$ cat src/rtl/score_display_if.sv
// Interface between the game core and the score/7-segment display block.
//   point_scored : score event, rising edge adds 1
//   score_clr    : synchronous clear of the current score
//   show_best    : 1 = display best score, 0 = display current score
//   score_bcd    : current score, 4-digit BCD
//   best_bcd     : best score since reset, 4-digit BCD
//   an           : digit anodes, active-low one-hot, an[0] = units
//   seg          : cathodes, active-low, {g,f,e,d,c,b,a}
//   dp           : decimal point, active-low (always off)
interface score_display_if;
  logic        point_scored;
  logic        score_clr;
  logic        show_best;
  logic [15:0] score_bcd;
  logic [15:0] best_bcd;
  logic [3:0]  an;
  logic [6:0]  seg;
  logic        dp;

  modport master (
    output point_scored, score_clr, show_best,
    input  score_bcd, best_bcd, an, seg, dp
  );

  modport slave (
    input  point_scored, score_clr, show_best,
    output score_bcd, best_bcd, an, seg, dp
  );
endinterface

$ cat src/rtl/score_display.sv
// 4-digit BCD score counter with best-score register, driving a Basys3
// 4-digit multiplexed common-anode 7-segment display.
//   clk148 : system clock, all registers on rising edge
//   rst_n  : asynchronous active-low reset
//   bus    : score_display_if slave (event/clear/select in, score/display out)
// Parameters:
//   REFRESH_DIV : clk148 cycles per digit slot (>= 2)
//   BLANK_LZ    : 1 = blank leading zeros on digits 3..1
module score_display #(
  parameter int unsigned REFRESH_DIV = 148500,
  parameter bit          BLANK_LZ    = 1'b1
) (
  input logic            clk148,
  input logic            rst_n,
  score_display_if.slave bus
);

  localparam int unsigned   DW       = (REFRESH_DIV > 2) ? $clog2(REFRESH_DIV) : 1;
  localparam logic [DW-1:0] DIV_LAST = DW'(REFRESH_DIV - 1);

  typedef enum logic [1:0] {
    DIG0 = 2'd0,
    DIG1 = 2'd1,
    DIG2 = 2'd2,
    DIG3 = 2'd3
  } digit_e;

  logic          prev_q, prev_d;
  logic [15:0]   score_q, score_d;
  logic [15:0]   best_q, best_d;
  logic [DW-1:0] div_q, div_d;
  digit_e        idx_q, idx_d;
  logic [3:0]    an_q, an_d;
  logic [6:0]    seg_q, seg_d;
  logic          dp_q, dp_d;

  logic          inc;
  logic          carry;
  logic [15:0]   score_inc;
  logic [15:0]   src;
  digit_e        idx_nxt;
  logic [3:0]    lz_blank;
  logic [3:0]    digit;
  logic [6:0]    seg_nxt;
  logic [3:0]    an_nxt;

  function automatic logic [6:0] seg7(input logic [3:0] d);
    case (d)
      4'd0:    seg7 = 7'b1000000;
      4'd1:    seg7 = 7'b1111001;
      4'd2:    seg7 = 7'b0100100;
      4'd3:    seg7 = 7'b0110000;
      4'd4:    seg7 = 7'b0011001;
      4'd5:    seg7 = 7'b0010010;
      4'd6:    seg7 = 7'b0000010;
      4'd7:    seg7 = 7'b1111000;
      4'd8:    seg7 = 7'b0000000;
      4'd9:    seg7 = 7'b0010000;
      default: seg7 = 7'h7F;
    endcase
  endfunction

  // BCD +1: ripple the carry upward while digits roll over 9 -> 0.
  always_comb begin
    carry     = 1'b1;
    score_inc = score_q;
    for (int unsigned i = 0; i < 4; i++) begin
      if (carry) begin
        if (score_q[4*i +: 4] == 4'd9) begin
          score_inc[4*i +: 4] = 4'd0;
        end else begin
          score_inc[4*i +: 4] = score_q[4*i +: 4] + 4'd1;
          carry               = 1'b0;
        end
      end
    end
  end

  // Values for the slot that starts at the next terminal count. The display
  // source is sampled only here, so a show_best change waits for a boundary.
  always_comb begin
    idx_nxt = DIG0;
    case (idx_q)
      DIG0:    idx_nxt = DIG1;
      DIG1:    idx_nxt = DIG2;
      DIG2:    idx_nxt = DIG3;
      default: idx_nxt = DIG0;
    endcase

    src         = bus.show_best ? best_q : score_q;
    lz_blank[3] = BLANK_LZ && (src[15:12] == 4'd0);
    lz_blank[2] = lz_blank[3] && (src[11:8] == 4'd0);
    lz_blank[1] = lz_blank[2] && (src[7:4] == 4'd0);
    lz_blank[0] = 1'b0;

    digit = src[3:0];
    case (idx_nxt)
      DIG1:    digit = src[7:4];
      DIG2:    digit = src[11:8];
      DIG3:    digit = src[15:12];
      default: digit = src[3:0];
    endcase

    seg_nxt = lz_blank[idx_nxt] ? 7'h7F : seg7(digit);
    an_nxt  = ~(4'b0001 << idx_nxt);
  end

  always_comb begin
    prev_d  = bus.point_scored;
    inc     = bus.point_scored & ~prev_q;

    score_d = score_q;
    if (bus.score_clr) begin
      score_d = '0;
    end else if (inc) begin
      score_d = score_inc;
    end

    best_d = best_q;
    if (score_q > best_q) begin
      best_d = score_q;
    end

    div_d = div_q + 1'b1;
    idx_d = idx_q;
    an_d  = an_q;
    seg_d = seg_q;
    dp_d  = 1'b1;
    if (div_q == DIV_LAST) begin
      div_d = '0;
      idx_d = idx_nxt;
      an_d  = an_nxt;
      seg_d = seg_nxt;
    end
  end

  always_ff @(posedge clk148 or negedge rst_n) begin
    if (!rst_n) begin
      prev_q  <= 1'b0;
      score_q <= '0;
      best_q  <= '0;
      div_q   <= '0;
      idx_q   <= DIG0;
      an_q    <= 4'b1110;
      seg_q   <= 7'b1000000;
      dp_q    <= 1'b1;
    end else begin
      prev_q  <= prev_d;
      score_q <= score_d;
      best_q  <= best_d;
      div_q   <= div_d;
      idx_q   <= idx_d;
      an_q    <= an_d;
      seg_q   <= seg_d;
      dp_q    <= dp_d;
    end
  end

  assign bus.score_bcd = score_q;
  assign bus.best_bcd  = best_q;
  assign bus.an        = an_q;
  assign bus.seg       = seg_q;
  assign bus.dp        = dp_q;

endmodule

$ cat src/flat_wrapper.sv
// flat-port wrapper written by rule: the top's interface ports become plain ports
module score_display_flat 
#(
  parameter int unsigned REFRESH_DIV = 148500,
  parameter bit          BLANK_LZ    = 1'b1
)
  (clk148, rst_n, bus_point_scored, bus_score_clr, bus_show_best, bus_score_bcd, bus_best_bcd, bus_an, bus_seg, bus_dp);
  score_display_if bus_i ();
  input logic clk148;
  input logic rst_n;
  input wire logic [$bits(bus_i.point_scored)-1:0] bus_point_scored;
  input wire logic [$bits(bus_i.score_clr)-1:0] bus_score_clr;
  input wire logic [$bits(bus_i.show_best)-1:0] bus_show_best;
  output wire logic [$bits(bus_i.score_bcd)-1:0] bus_score_bcd;
  output wire logic [$bits(bus_i.best_bcd)-1:0] bus_best_bcd;
  output wire logic [$bits(bus_i.an)-1:0] bus_an;
  output wire logic [$bits(bus_i.seg)-1:0] bus_seg;
  output wire logic [$bits(bus_i.dp)-1:0] bus_dp;
  assign bus_i.point_scored = bus_point_scored;
  assign bus_i.score_clr = bus_score_clr;
  assign bus_i.show_best = bus_show_best;
  assign bus_score_bcd = bus_i.score_bcd;
  assign bus_best_bcd = bus_i.best_bcd;
  assign bus_an = bus_i.an;
  assign bus_seg = bus_i.seg;
  assign bus_dp = bus_i.dp;
  score_display #(.REFRESH_DIV(REFRESH_DIV), .BLANK_LZ(BLANK_LZ)) u_core (.clk148(clk148), .rst_n(rst_n), .bus(bus_i));
endmodule
$ cat config.mk
export PLATFORM = sky130hd
export DESIGN_NAME = score_display_flat
export DESIGN_NICKNAME = d
export VERILOG_FILES = /design/src/rtl/score_display_if.sv /design/src/rtl/score_display.sv /design/src/flat_wrapper.sv
export SDC_FILE = /design/constraint.sdc
export NUM_CORES = 1
export LEC_CHECK = 0
export CELL_PAD_IN_SITES_DETAIL_PLACEMENT = 1
export CELL_PAD_IN_SITES_GLOBAL_PLACEMENT = 2
export CORE_MARGIN = 4
export CORE_UTILIZATION = 36
export CTS_BUF_LIST = sky130_fd_sc_hd__clkbuf_16
export CTS_CLUSTER_SIZE = 16
export DETAILED_ROUTE_END_ITERATION = 6
export MAX_ROUTING_LAYER = met4
export PLACE_DENSITY_LB_ADDON = 0.3
export SLEW_MARGIN = 10
export SYNTH_ARGS = -nofsm -noshare
export SYNTH_HDL_FRONTEND = slang
export SYNTH_SLANG_ARGS = --single-unit
$ cat constraint.sdc
create_clock -name clk148 -period 3.3 [get_ports clk148]
set_input_delay 0.66 -clock clk148 [delete_from_list [all_inputs] [get_ports clk148]]
set_output_delay 0.66 -clock clk148 [all_outputs]
set_load 0.02 [all_outputs]
==> results.ini <==
[synth]
async_flop_share_pct=100
synthFlopType=dfrtp_1
synth_fp_nets=418
yosysTopAreaCellShare_pct=39.3
ys_seq_area_share_pct=42.1
syn_area_um2=3820
synth_cells=378
yosys-top-cells-area=dfrtp_1, ha_1, mux2_2, nand2_1, mux2_1
synth_edf_count=0
yosys.area.top_type=dfrtp_1
synth_area_per_cell_um2=10.1
synth_warnings=0
synth_cell_types=50
ys_ff_latch=64

[worst_setup_path]
crit_fanout=21
rr_worst_depth=9
cp-start-kind=primary input
critPathRequiredTime_ns=3.56
critPathArrivalTime_ns=3.02
slowest_stage=clkdlybuf4s50_1
end_kind=register
max_stage_delay_ns=0.52
path_class=primary input to register
worstPathCellList=clkdlybuf4s50_1, buf_12, mux2_2, a222oi_1, mux2i_4, nor4_2, a211oi_2, a21oi_2

[clock_tree]
clk_latency_ns=0.33
cts_resized=0
cts_root_buf=clkbuf_16
cts_tree=built
post_cts_buffers=0
clkTransAtPathRegs_ns=0.06
cts_made_buffers=9
clock-sinks=64
cts_max_level=3
cts_hold_buf=0
cts.path.max_buffers=2

[timing]
slew_violations=0
finalHoldViolCount=0
worstMarginPinSlew_ns=0.671
fin_crit_sh_pct=83.4
relSlewSlack_pct=55.3
fin_crit_ns=2.75
timing.fmax_mhz=363
fin_hold_ws_ns=0.361
rsz0062_at_grt=no
finalSetupTns_ns=0
finClkSkew_ns=0.00490
finalSetupViolations=0

[route]
routed_via_density=5.23
wl_um=9750
dr.first_iter.drc_count=119
ant_nets=0
first_pass_iters=4
vias=3004
wl_per_cell_um=17.0
route.detailed.drc=0

[cells_and_area]
layout-drive-gt1-share_pct=10.7
final_util_pct=46.6
areaGrowthSynthToFinish_pct=26.2
diodes=0
final_net_count=473
finalInstanceArea_um2=4820

[power_and_ir_drop]
p_per_area_nw_per_um2=685
ir_worst_vdd_mv=0.337
p_leak_nw=2.12

[placed_design]
place_hpwl_um=7290
gp_congestion=0.811
dpl_cell_area_um2=4470
portBuffers=47

[floorplanning]
rows=37
fp.dieW_um=111
io_pins=49
fp.dieArea_um2=12300
core_um2=10300
start_util_pct=37.0
die_h_um=111

[grt]
antenna_found_initial=0
grt_overflow_total=0
grt_usage_pct=17.3
grt_pass1_vias=3172
grt_pass1_wl_um=16800
grt_start_max_net_pins=39

[outcome]
status=complete, no violations

[hold_path]
min_path_type=primary input to async pin

[flow_run]
cap_violations=0

## power by group
group	internal [W]	switching [W]
Combinational	0.000560	0.000603
Sequential	0.000881	0.000156
Clock	0.000739	0.000362
## final timing paths
| path | end | slack, ns | startpoint |
|---|---|---|---|
| max | u_core.bus.seg[3]$_DFFE_PN0N_ | 0.55 | bus_show_best |
| min | u_core.bus.score_bcd[12]$_DFFE_PN0P_ | 0.36 | rst_n |
| max reg2reg | u_core.bus.best_bcd[14]$_DFFE_PN0N_ | 0.93 | u_core.bus.best_bcd[5]$_DFFE_PN0N_ |
| min reg2reg | u_core.bus.an[3]$_DFFE_PN1N_ | 0.47 | u_core.bus.an[3]$_DFFE_PN1N_ |
| max in group asynchronous | u_core.bus.seg[6]$_DFFE_PN1N_ | 2.25 | rst_n |
| min in group clk148 | u_core.bus.an[3]$_DFFE_PN1N_ | 0.47 | u_core.bus.an[3]$_DFFE_PN1N_ |
## critical path: cells and delay by family
family                 cells  cell delay (ns)
buffers and inverters      2             0.70
multiplexers               2             0.57
AND/OR/NAND/NOR            1             0.30
AO/OA/AOI/OAI              3             0.78
## sequential cells by signal, indices dropped and copies added, names as in the netlist
register and count:
u_core.bus.seg 7, u_core.bus.an 4, u_core.prev_q 1, u_core.bus.score_bcd 16
u_core.div_q 18, u_core.idx_q 2, u_core.bus.best_bcd 16
## metal layers
metal / up-vias / share of wire [%] / global-route usage, %
met5: - / 0 / -
met4: 0 / 1.1 / 4.27
met3: 10 / 3.0 / 4.26
met2: 47 / 47 / 26.8
met1: 1487 / 49 / 22.8
li1: 1460 / - / -
## Yosys cell counts, types with 5 or more instances
| master | n |
|---|---|
| dfrtp_1 | 60 |
| o21ai_0 | 14 |
| nor3_1 | 6 |
| a21o_1 | 6 |
| or3_1 | 5 |
| xor2_1 | 7 |
| ha_1 | 35 |
| inv_1 | 28 |
| mux2i_1 | 11 |
| nand2_1 | 33 |
| o21ai_1 | 10 |
| nor2_1 | 30 |
| xnor2_1 | 12 |
| nand4_1 | 9 |
| nand3_1 | 12 |
| a21oi_1 | 15 |
| mux2_2 | 16 |
| mux2_1 | 11 |
## kinds of logic (layout without fill, tap and decap cells)
family          count (synthesis)  in the layout  share of synthesized area, %
other cells                     1              1                        0.0982
buf+inv                        37             97                          4.00
compound gates                 64             64                          10.6
fa+ha+maj                      35             35                          11.5
flops                          64             64                          42.1
xor+xnor                       19             19                          4.36
mux                            41             41                          12.2
simple gates                  117            117                          15.2
## area by class of cell
cell class / instances / area, um2
fill: 1165 / 5510
multi-input combinational: 277 / 2060
sequential: 64 / 1610
timing repair buffer: 52 / 528
clock buffer: 9 / 225
tap: 136 / 170
clock inverter: 7 / 119
inverter: 29 / 109
## layout by cell type, fill, tap and decap left out, drive strengths merged, types with 5 or more instances in the layout
master         Yosys  final
clkbuf             4      9
o21ai             24     24
clkdlybuf4s50      0     46
ha                35     35
nand2             33     33
a21oi             16     16
nor2              30     30
nor3               6      6
buf                4      6
or3                5      5
nand3             12     12
a21o               6      6
xor2               7      7
mux2i             13     13
nand4              9      9
xnor2             12     12
inv               28     29
nor4               5      5
dfrtp             60     60
mux2              28     28
## stage by stage
step | total power (W) | cells | worst slack, ns
floorplan | 0.00175 | 378 | 0.777
global placement | 0.00219 | 558 | 0.299
detailed placement | 0.00222 | 558 | 0.193
CTS | 0.00335 | 574 | 0.532
global route | 0.00351 | 574 | 0.365
finish | 0.00330 | 574 | 0.547
Note: power is estimated with default switching activity, not from simulation.
